**src/rtl/noc_ack_gen.sv**
```systemverilog
// Bus-side acknowledge controller feeding the NoC ready generator with fresh 1..15 tags.
// Define NOC_ACKGEN_TIMEOUT_EN to build the WAIT timeout counter and the ERR state.
module noc_ack_gen #(
  parameter int unsigned TIMEOUT = 255
) (
  input  logic       clk_i,
  input  logic       rst_i,
  input  logic       ce_i,
  input  logic       cyc_i,
  input  logic       stb_i,
  input  logic       sel_i,
  output logic       ack_o,
  output logic       err_o,
  output logic       busy_o,
  output logic       req_o,
  output logic [3:0] tid_o,
  input  logic       rdy_i,
  input  logic [3:0] rid_i
);

  if (TIMEOUT < 2 || TIMEOUT > 65535) begin : g_bad_timeout
    $error("noc_ack_gen: TIMEOUT must be within 2..65535");
  end

  typedef enum logic [1:0] {StIdle, StWait, StAck, StErr} state_e;

  state_e     state_q, state_d;
  logic       ack_q, ack_d;
  logic       req_q, req_d;
  logic [3:0] tid_q, tid_d;
  logic [3:0] ntag_q, ntag_d;

  logic bus_live;
  logic bus_req;
  logic rdy_match;

  assign bus_live  = cyc_i & stb_i;
  assign bus_req   = bus_live & sel_i;
  assign rdy_match = rdy_i & (rid_i == tid_q);

`ifdef NOC_ACKGEN_TIMEOUT_EN
  localparam int unsigned    CntW    = $clog2(TIMEOUT + 1);
  localparam logic [CntW-1:0] CntLast = CntW'(TIMEOUT - 1);

  logic [CntW-1:0] cnt_q, cnt_d;
  logic            err_q, err_d;
`endif

  always_comb begin
    state_d = state_q;
    ack_d   = ack_q;
    req_d   = req_q;
    tid_d   = tid_q;
    ntag_d  = ntag_q;
`ifdef NOC_ACKGEN_TIMEOUT_EN
    cnt_d   = cnt_q;
    err_d   = err_q;
`endif
    if (ce_i) begin
      case (state_q)
        StIdle: begin
          if (bus_req) begin
            state_d = StWait;
            req_d   = 1'b1;
            tid_d   = ntag_q;
            // Tag 0 is reserved: the generator reports 0 while idle.
            ntag_d  = (ntag_q == 4'd15) ? 4'd1 : ntag_q + 4'd1;
`ifdef NOC_ACKGEN_TIMEOUT_EN
            cnt_d   = '0;
`endif
          end
        end
        StWait: begin
          if (!bus_live) begin
            state_d = StIdle;
            req_d   = 1'b0;
          end else if (rdy_match) begin
            state_d = StAck;
            ack_d   = 1'b1;
`ifdef NOC_ACKGEN_TIMEOUT_EN
          end else if (cnt_q == CntLast) begin
            state_d = StErr;
            err_d   = 1'b1;
            req_d   = 1'b0;
          end else begin
            cnt_d   = cnt_q + CntW'(1);
`endif
          end
        end
        StAck: begin
          if (!stb_i) begin
            state_d = StIdle;
            ack_d   = 1'b0;
            req_d   = 1'b0;
          end
        end
`ifdef NOC_ACKGEN_TIMEOUT_EN
        StErr: begin
          if (!stb_i) begin
            state_d = StIdle;
            err_d   = 1'b0;
          end
        end
`endif
        default: state_d = StIdle;
      endcase
    end
  end

  always_ff @(posedge clk_i or posedge rst_i) begin
    if (rst_i) begin
      state_q <= StIdle;
      ack_q   <= 1'b0;
      req_q   <= 1'b0;
      tid_q   <= 4'd0;
      ntag_q  <= 4'd1;
`ifdef NOC_ACKGEN_TIMEOUT_EN
      cnt_q   <= '0;
      err_q   <= 1'b0;
`endif
    end else begin
      state_q <= state_d;
      ack_q   <= ack_d;
      req_q   <= req_d;
      tid_q   <= tid_d;
      ntag_q  <= ntag_d;
`ifdef NOC_ACKGEN_TIMEOUT_EN
      cnt_q   <= cnt_d;
      err_q   <= err_d;
`endif
    end
  end

  assign ack_o  = ack_q;
  assign req_o  = req_q;
  assign tid_o  = tid_q;
  assign busy_o = (state_q != StIdle);
`ifdef NOC_ACKGEN_TIMEOUT_EN
  assign err_o  = err_q;
`else
  assign err_o  = 1'b0;
`endif

endmodule

```
**config.mk**
```make
export PLATFORM = sky130hd
export DESIGN_NAME = noc_ack_gen
export DESIGN_NICKNAME = d
export VERILOG_FILES = /design/src/rtl/noc_ack_gen.sv
export SDC_FILE = /design/constraint.sdc
export NUM_CORES = 1
export LEC_CHECK = 0
export ABC_AREA = 1
export ABC_CLOCK_PERIOD_IN_PS = 3000
export BUFFER_PORTS_ARGS = -buffer_cell sky130_fd_sc_hd__buf_2
export CORE_AREA = 10 10 48 50
export DETAILED_ROUTE_END_ITERATION = 16
export DIE_AREA = 0 0 58 60
export PLACE_DENSITY = 0.79
export SKIP_CTS_REPAIR_TIMING = 1
export SLEW_MARGIN = 20
export SYNTH_ARGS = -nofsm -noshare
export SYNTH_HDL_FRONTEND = slang
export SYNTH_SLANG_ARGS = --single-unit
```
**constraint.sdc**
```tcl
create_clock -name clk_i -period 3 [get_ports clk_i]
set_input_delay 0.3 -clock clk_i [delete_from_list [all_inputs] [get_ports clk_i]]
set_output_delay 0.3 -clock clk_i [all_outputs]
set_load 0.01 [all_outputs]
```
==> parameters.txt <==
Parameter                              Value

Synthesis
  Synth Area in Compound Gates ... 9.74%
  Fraction of the mapped netlist area in simple logic gates ... between 20% and 30%
  Proportion of synthesized flip-flops having asynchronous set or reset ... 100%
  Number of standard cells after synthesis ... between 90 and 100
  Synth top cells by count ... 28 x nand2_1, 14 x inv_1, 11 x dfrtp_1
  Total standard cell area after synthesis ... 732 sq um
  Most frequently used cell type in the post-synthesis netlist ... nand2_1
  Biggest area contributors in the synthesized netlist ... dfrtp_1 38%, nand2_1 14%, inv_1 7.2%
  Cell type with the highest aggregate area in the netlist ... dfrtp_1
  Post-synthesis adder-cell area fraction ... 6.84%
  Average size of a mapped cell ... ~8 sq um
  Proportion of synthesized area in mux cells ... under 10%
  Main combinational cell family by area after synthesis ... simple AND/OR/NAND/NOR gates
  Most used DFF post-synth ... dfrtp_1
  Number of distinct library cells after synthesis ... 24
  Number of warnings reported in the yosys synthesis log ... 0
  Share of the yosys chip area belonging to registers ... 41.2%
  Top-area cell type share of the netlist area ... 37.6%
  Register bit count reported by yosys ... 12
  Xor/xnor share of the synthesized area ... 1.20%
  Number of enable-type register cells in the synthesized netlist ... 0
  Number of nets in the synthesized netlist ... roughly 110

Pwr
  Internal power ... 0.434 mW
  Share of power burned in registers ... 40.7%
  Ratio of total power to cell area ... 882 mW/mm^2
  Share of total power consumed by net switching ... 41.7%
  Pleak ... 0.474 nW
  Share of power burned in combinational logic ... 45.6%
  Total power consumption of the routed design ... around 0.75 mW
  Peak supply drop ... 0.436 mV
  NetSw ... 0.311 mW
  Clock network power share ... 13.7%

Clock network
  Clock buffer count from CTS ... 3
  Clock tree root buffer cell ... clkbuf_4
  Clock-pin transition on the worst setup and hold timing paths ... 0.07 ns
  Number of sinks driven by the clock tree ... 12
  CTS tree ... yes
  Maximum root-to-sink buffer count ... 2
  H-tree level count ... 1
  Source-to-sink clock delay at the later pin of the worst-skew pair ... 0.27 ns

Placement
  Final estimated routing congestion in global placement ... 0.828
  Final HPWL from detailed placement ... 1.23 mm
  Number of cells after detailed placement ... 124
  Port bufs ... 17
  Post-Place Cell Area ... 818 sq um

Timing
  Crit share post-route ... 53.2%
  Final worst path period need ... 1.60 ns
  Final count of pins violating max slew ... 0
  Top achievable clock speed ... approximately 630 MHz
  Unrepaired setup endpoints after global routing ... no
  Hold Violations, Final ... 0
  Worst Skew ... ~0.0045 ns
  TNS Setup ... 0 ns
  Final-report setup violation count ... 0
  Worst Hold Slack ... 0.0151 ns

Detailed routing
  DR vias/cell ... 4.66
  Remaining design rule violation count ... 0
  TritonRoute pass-1 iters ... 3
  Number of nets still failing antenna checks after routing ... 0
  Overall routed net length ... 1.45 mm
  Routed wire per std cell ... around 11 um
  DR iter-0 viols ... 5
  Routed vias ... 596

Setup path
  Delay of the slowest cell on the worst path ... between 0.3 and 0.4 ns
  Worst Path Required ... around 3.2 ns
  Worst-path cell chain ... inv_1 -> ha_1 -> nand2_1 -> nor2_4 -> nand3_1 -> nand2_1 -> nand3_1 -> o21a_1
  Critical path endpoint category ... register
  Buffers & Inverters on Critical Path ... 1
  Max FO, Critical Path ... 12
  Nature of the critical path startpoint ... register
  Slowest-stage cell, CP ... dfrtp_1
  Type of the worst setup path ... reg -> reg
  Data arrival time of the critical path ... 1.76 ns
  Worst path top cell family by delay ... simple AND/OR/NAND/NOR gates

Floorplan
  IO Pins ... 19
  Die Height ... 60 um
  Cell row count ... 14
  Die outline area ... about 0.0035 sq mm
  Initial Util ... about half
  Core Box Area ... between 0.001 and 0.0015 sq mm
  Die extent in x ... 58 um

Outcome
  Run status ... completed

Cells and area
  Final-stage net count ... 128
  Post-route cell area ... 845 sq um
  Non-filler instance count after layout ... 128
  Number of fill cells in the layout ... 130
  Area growth from synthesis to layout ... 15.4%
  Share of cells above drive strength 1 ... 25.0%
  Antenna Cells ... 0

Global routing
  Wire length of the first global-routing pass ... 2.37 mm
  Antenna violations before repair ... 0
  Remaining global-route overflow ... 0
  Global-route usage over all layers ... 8.75%
  Number of global-route vias before repair ... 576
  Pin count of the biggest net entering global routing ... 13

Run
  Max cap viols ... 0

Worst hold path
  HP Class ... in -> async
-- power by group through the flow --
| stage | clock network [mW] | logic [mW] | registers (mW) |
|---|---|---|---|
| floorplan | 0 | 0.220 | 0.319 |
| global placement | 0 | 0.334 | 0.302 |
| detailed placement | 0 | 0.345 | 0.306 |
| CTS | 0.108 | 0.349 | 0.304 |
| global route | 0.115 | 0.395 | 0.316 |
| finish | 0.102 | 0.340 | 0.303 |
-- metal layers --
layer  share of wire [%]  global-route usage (%)  vias to the layer above
li1                    -                       -                      323
met1                  41                    8.86                      254
met2                  48                    14.3                       15
met3                 9.5                    4.45                        4
met4                 1.9                    5.03                        0
met5                   0                       0                        -
-- final cells by class --
type                    instances  area, sq um  share of cell area [%]
flip-flops and latches         12          302                    35.7
inverters                      15         56.3                    6.67
well taps                      16         20.0                    2.37
repair buffers                 17         85.1                    10.1
multi-input cells              64          355                    42.1
clock buffers                   4         26.3                    3.11
-- cell families after synthesis --
| kind of cell | after synthesis |
|---|---|
| simple gates | 46 |
| buf+inv | 17 |
| flops | 12 |
| compound gates | 11 |
| fa+ha+maj | 4 |
| other cells | 1 |
| xor+xnor | 1 |
| mux | 1 |
-- placed cells by master (no fill, tap or decap) --
master,instances
a21boi_0,1
a21oi_1,1
a21oi_2,1
a31oi_2,1
and2b_1,1
buf_2,17
clkbuf_1,1
clkbuf_4,3
conb_1,1
dfrtp_1,11
dfstp_2,1
ha_1,4
inv_1,14
inv_2,1
mux2_4,1
nand2_1,28
nand2_4,2
nand3_1,4
nand4_1,1
nor2_1,9
nor2_4,1
o21a_1,1
o21ai_0,5
o21ai_1,1
xor2_1,1
-- sequential cells by signal, indices dropped and copies added (netlist names) --
register  flops
ack_o         1
ntag_q        4
req_o         1
state_q       2
tid_o         4
-- final timing paths --
check	depth (start not counted)	from	endpoint	slack [ns]
setup / recovery	8	state_q[1]	ntag_q[3]	1.40
hold / removal	2	rst_i	state_q[0]	0.02
setup reg to reg	8	state_q[1]	ntag_q[3]	1.40
hold reg to reg	2	ack_o	ack_o	0.48
max in group asynchronous	2	rst_i	ntag_q[0]	2.65
min in group clk_i	5	sel_i	ntag_q[0]	0.43
-- metrics by stage --
step	util (%)	setup slack, ns
global placement	57.0	1.52
floorplan	-	1.60
global route	58.8	1.26
CTS	58.8	1.38
detailed placement	57.0	1.42
finish	58.8	1.40
No activity file was read; power rests on OpenSTA's default activity.
